File: src/rtl/uart_tx_param.sv
// Parametrised UART transmitter: start bit, DATA_W data bits LSB first, optional
// parity bit (compiled in with `define UART_TX_PARITY_EN), then 1 or 2 stop bits.
module uart_tx_param #(
  parameter int CLK_DIV    = 16,
  parameter int DATA_W     = 8,
  parameter int STOP_BITS  = 1,
  parameter int PARITY_ODD = 0
) (
  input  logic              clk,
  input  logic              reset,
  input  logic [DATA_W-1:0] data_in,
  input  logic              tx_start,
  output logic              tx_ready,
  output logic              tx_busy,
  output logic              tx_done,
  output logic              tx_out
);

`ifdef UART_TX_PARITY_EN
  localparam int PAR_BITS = 1;
`else
  localparam int PAR_BITS = 0;
`endif
  localparam int CNT_W    = $clog2(CLK_DIV);
  // Bit index 0 is the start bit; LAST_BIT is the final stop bit.
  localparam int LAST_BIT = DATA_W + PAR_BITS + STOP_BITS;
  localparam int BIT_W    = $clog2(LAST_BIT + 2);

  if (CLK_DIV < 2 || CLK_DIV > 65535) begin : g_bad_div
    $error("uart_tx_param: CLK_DIV out of range");
  end
  if (DATA_W < 5 || DATA_W > 9) begin : g_bad_width
    $error("uart_tx_param: DATA_W out of range");
  end
  if (STOP_BITS != 1 && STOP_BITS != 2) begin : g_bad_stop
    $error("uart_tx_param: STOP_BITS must be 1 or 2");
  end
  if (PARITY_ODD != 0 && PARITY_ODD != 1) begin : g_bad_par
    $error("uart_tx_param: PARITY_ODD must be 0 or 1");
  end

  typedef enum logic [2:0] {
    IDLE,
    START,
    DATA,
`ifdef UART_TX_PARITY_EN
    PARITY,
`endif
    STOP
  } state_t;

  state_t            state;
  logic [CNT_W-1:0]  baud;
  logic [BIT_W-1:0]  bit_cnt;
  logic [DATA_W-1:0] shift;
  logic              baud_wrap;
`ifdef UART_TX_PARITY_EN
  logic              par_bit;
`endif

  assign baud_wrap = (baud == CNT_W'(CLK_DIV - 1));

  // NOTE: every register below is updated with <= so all reads in this block see
  // pre-edge values; blocking = here would make behaviour depend on statement order.
  always_ff @(posedge clk or negedge reset) begin
    if (!reset) begin
      // NOTE: the shift register is a handful of flops, not a memory, so it is reset
      // along with the rest for a fully defined post-reset state.
      state    <= IDLE;
      baud     <= '0;
      bit_cnt  <= '0;
      shift    <= '0;
`ifdef UART_TX_PARITY_EN
      par_bit  <= 1'b0;
`endif
      tx_out   <= 1'b1;
      tx_ready <= 1'b1;
      tx_busy  <= 1'b0;
      tx_done  <= 1'b0;
    end else begin
      tx_done <= 1'b0;
      if (state != IDLE) begin
        baud <= baud_wrap ? '0 : baud + CNT_W'(1);
        if (baud_wrap) bit_cnt <= bit_cnt + BIT_W'(1);
      end
      case (state)
        IDLE: begin
          if (tx_start) begin
            shift    <= data_in;
`ifdef UART_TX_PARITY_EN
            // Parity is captured at acceptance because the shift register is consumed.
            par_bit  <= (^data_in) ^ (PARITY_ODD != 0);
`endif
            baud     <= '0;
            bit_cnt  <= '0;
            state    <= START;
            tx_out   <= 1'b0;
            tx_ready <= 1'b0;
            tx_busy  <= 1'b1;
          end
        end
        START: begin
          if (baud_wrap) begin
            state  <= DATA;
            tx_out <= shift[0];
          end
        end
        DATA: begin
          if (baud_wrap) begin
            shift <= shift >> 1;
            if (bit_cnt == BIT_W'(DATA_W)) begin
`ifdef UART_TX_PARITY_EN
              state  <= PARITY;
              tx_out <= par_bit;
`else
              state  <= STOP;
              tx_out <= 1'b1;
`endif
            end else begin
              tx_out <= shift[1];
            end
          end
        end
`ifdef UART_TX_PARITY_EN
        PARITY: begin
          if (baud_wrap) begin
            state  <= STOP;
            tx_out <= 1'b1;
          end
        end
`endif
        STOP: begin
          if (baud_wrap && bit_cnt == BIT_W'(LAST_BIT)) begin
            state    <= IDLE;
            tx_done  <= 1'b1;
            tx_ready <= 1'b1;
            tx_busy  <= 1'b0;
          end
        end
        default: begin
          state  <= IDLE;
          tx_out <= 1'b1;
        end
      endcase
    end
  end

endmodule

File: config.mk
export PLATFORM = sky130hd
export DESIGN_NAME = uart_tx_param
export DESIGN_NICKNAME = d
export VERILOG_FILES = /design/src/rtl/uart_tx_param.sv
export SDC_FILE = /design/constraint.sdc
export NUM_CORES = 1
export LEC_CHECK = 0
export BUFFER_PORTS_ARGS = -buffer_cell sky130_fd_sc_hd__buf_2
export CAP_MARGIN = 20
export CORE_MARGIN = 4
export CORE_UTILIZATION = 56
export CTS_CLUSTER_SIZE = 16
export DETAILED_ROUTE_END_ITERATION = 16
export PLACE_DENSITY = 0.77
export SKIP_LAST_GASP = 1
export SLEW_MARGIN = 15
export SYNTH_ARGS = -nofsm -noshare
export SYNTH_HDL_FRONTEND = slang
export SYNTH_SLANG_ARGS = --single-unit
File: constraint.sdc
create_clock -name clk -period 2.4 [get_ports clk]
set_clock_uncertainty 0.05 [all_clocks]
set_input_delay 0.48 -clock clk [delete_from_list [all_inputs] [get_ports clk]]
set_output_delay 0.48 -clock clk [all_outputs]
set_load 0.02 [all_outputs]
==> out/results.txt <==
outcome - completed
clk sinks - 22
P&R area growth vs syn - 11.8%
Yosys Warn Count - 0
Synth top area share - 0.420
ANT nets after route - 0
routed wire length - 2060 um
ANT cells - 0
drt drc - 0
Max Freq - 497 MHz
Final Hold Viols - 0
switching pwr - 0.000594 W
vias in the first global route - 830
post-route cell area - 1330 um^2
Clock Tree Buf Depth - 2
met3 Use GR - 0.0277
Setup Buffers After CTS - 0
CTS tree - done
Setup TNS Final - 0 ns
number of buffers added on ports - 14
Via density - 5.33
post-synth cell types - 37
Initial Util - 0.601
CP Data Required Time - 2.58 ns
cts bufs inserted - 3
RSZ-0062 raised after global routing - no
design internal power - 0.000983 W
Total GRT Usage - 0.175
fin. max-slew vios - 0
GR Layer Usage met1 - 0.211
Buf/Inv on CP - 1
GP Congestion - 0.801
DR vias - 869
Synth Cell Area - 1190 um^2
Seq/Total Area, Yosys - 0.464
die height - 54.1 um
largest net degree at the start of global routing - 23
syn nets - 140
cell count after synthesis - 121
CORE AREA - 1980 um^2
period utilization - 0.839
first-pass GRT wire length - 3610 um
post_cts resized - 0
slowest stage cell, crit path - ha_1
worst setup margin - 0.386 ns
met2 Usage GRT - 0.289
WL per Instance - 12.7 um
worst min path class - input pin to asynchronous set/reset pin
#FFs+latches synth - 22
Overflow after GRT - 0
initial antenna violation count - 0
Final setup viols - 0
fin nets - 156
Worst-Skew Late Latency - 0.31 ns
Hold Buf Count CTS - 0
Site Rows - 16
I/O pin count - 15
dpl ws - 0.404 ns
die width - 54.1 um
sequential power share - 0.382
GRT busiest layer - met2
cell family with most CP delay - compound AO/OA/AOI/OAI gates
Leak - 0.641 nW
placed cell areas - 1280 um^2
minimum clock period - 2.01 ns
switching share of power - 0.377
Slew Limit Headroom - 0.591
Max-Cap Viols - 0
PD cells - 1180 nW/um^2
Detailed Routing Iterations Pass 1 - 4
Setup Crit Path Kind - flop to flop
HPWL Detailed - 1500 um
critical path startpoint category - flop
Max FO, Critical Path - 16
Tightest Pin Transition - 0.614 ns
Syn Area/Cell - 9.84 um^2
Reg clk slew, reported paths - 0.13 ns
Setup crit end kind - flop
top cells by area, synth - dfrtp_1, ha_1, nand2_1
peak per-stage delay on the critical path - 0.55 ns
die area - 2930 um^2
VDD IR max - 742 uV
cell taking the most area after synthesis - dfrtp_1
crit-path cells - inv_1 -> ha_1 -> nor2_1 -> a211o_1 -> o31ai_1
DR iter-0 viols - 16
clk root buf - clkbuf_4
Gate power share - 0.437
critical path arrival - 2.19 ns
Clk pwr share - 0.180
share of cells above drive strength 1 - 0.191
H-tree depth - 1
[state kept, by name, indices dropped and copies added, names as in the netlist]
signal    count
baud          4
tx_done       1
tx_ready      1
state         2
bit_cnt       4
tx_busy       1
tx_out        1
shift         8
[Yosys cell counts]
cell and number:
buf_1 1, o31ai_1 2, nor2_1 3, o22ai_1 3
and2_2 1, a211o_1 1, and4b_1 1, a22oi_1 1
buf_4 1, o21ai_1 2, buf_6 1, a21o_1 1
a31oi_1 1, buf_2 1, o211ai_2 1, or2_2 1
o2bb2ai_1 1, xor2_1 2, a21oi_1 4, clkbuf_1 1
a2bb2oi_1 1, nand3b_1 1, o21ai_0 13, nor2b_1 1
inv_1 9, mux2_4 1, and3_1 1, a32o_1 1
xnor2_1 2, nand4_1 1, nand3_1 2, ha_1 8
nand2_1 20, dfstp_2 2, mux2i_1 7, a211oi_1 1
dfrtp_1 20
[layout make-up]
cell class	count	area, um^2
tap	27	33.8
inverter	9	33.8
timing repair buffer	16	85.1
clock buffer	3	22.5
multi-input combinational	85	573
clock inverter	1	30.0
fill	150	651
sequential	22	553
[logic make-up (layout without fill, tap and decap cells)]
group	after synthesis	count (layout)	synth area share
AOI/OAI and AO/OA	33	33	0.173
xor gates and xnor gates	4	4	0.0294
adders and majority gates	8	8	0.0840
buffers and inverters	14	29	0.0546
DFF	22	22	0.464
muxes	8	8	0.0714
and+or+nand+nor	32	32	0.123
[layer usage]
layer	up-vias	wire length, um
met5	-	0
li1	446	-
met2	20	974
met3	4	89
met4	0	40
met1	399	958
[power by group through the flow]
stage | combinational [W] | clock [W] | sequential [W]
final | 0.000690 | 0.000285 | 0.000603
after global routing | 0.000781 | 0.000304 | 0.000622
after CTS | 0.000696 | 0.000289 | 0.000602
after detailed placement | 0.000687 | 0 | 0.000608
after global placement | 0.000657 | 0 | 0.000605
after floorplan | 0.000554 | 0 | 0.000598
[metrics by stage]
stage / hold slack (ns) / power (W) / instances / util
finish: 0.0499 / 0.00158 / 163 / 0.672
CTS: 0.0665 / 0.00159 / 163 / 0.672
global route: 0.0791 / 0.00171 / 163 / 0.672
detailed placement: 0.416 / 0.00129 / 159 / 0.645
floorplan: 0.134 / 0.00115 / 121 / -
global placement: 0.413 / 0.00126 / 159 / 0.645
[cell usage in the layout, fill, tap and decap left out, drive strengths merged, types with 2 or more instances in the layout]
cell type	Yosys	final
a21oi	4	4
buf	4	16
clkbuf	1	3
dfrtp	20	20
dfstp	2	2
ha	8	8
inv	9	9
mux2i	7	7
nand2	20	20
nand3	2	2
nor2	3	3
o21ai	15	15
o22ai	3	3
o31ai	2	2
xnor2	2	2
xor2	2	2
[path summary, 6_finish.rpt]
check                      startpoint  endpoint  slack, ns  depth (start not counted)
min in group clk           data_in[7]  shift[7]       0.34                          3
hold reg to reg              shift[0]  shift[0]       0.44                          2
setup / recovery             state[0]  shift[7]       0.39                          5
hold / removal                  reset   baud[0]       0.05                          1
max in group asynchronous       reset  tx_ready       1.89                          1
setup reg to reg             state[0]  shift[7]       0.39                          5
Note: power is estimated with default switching activity, not from simulation.
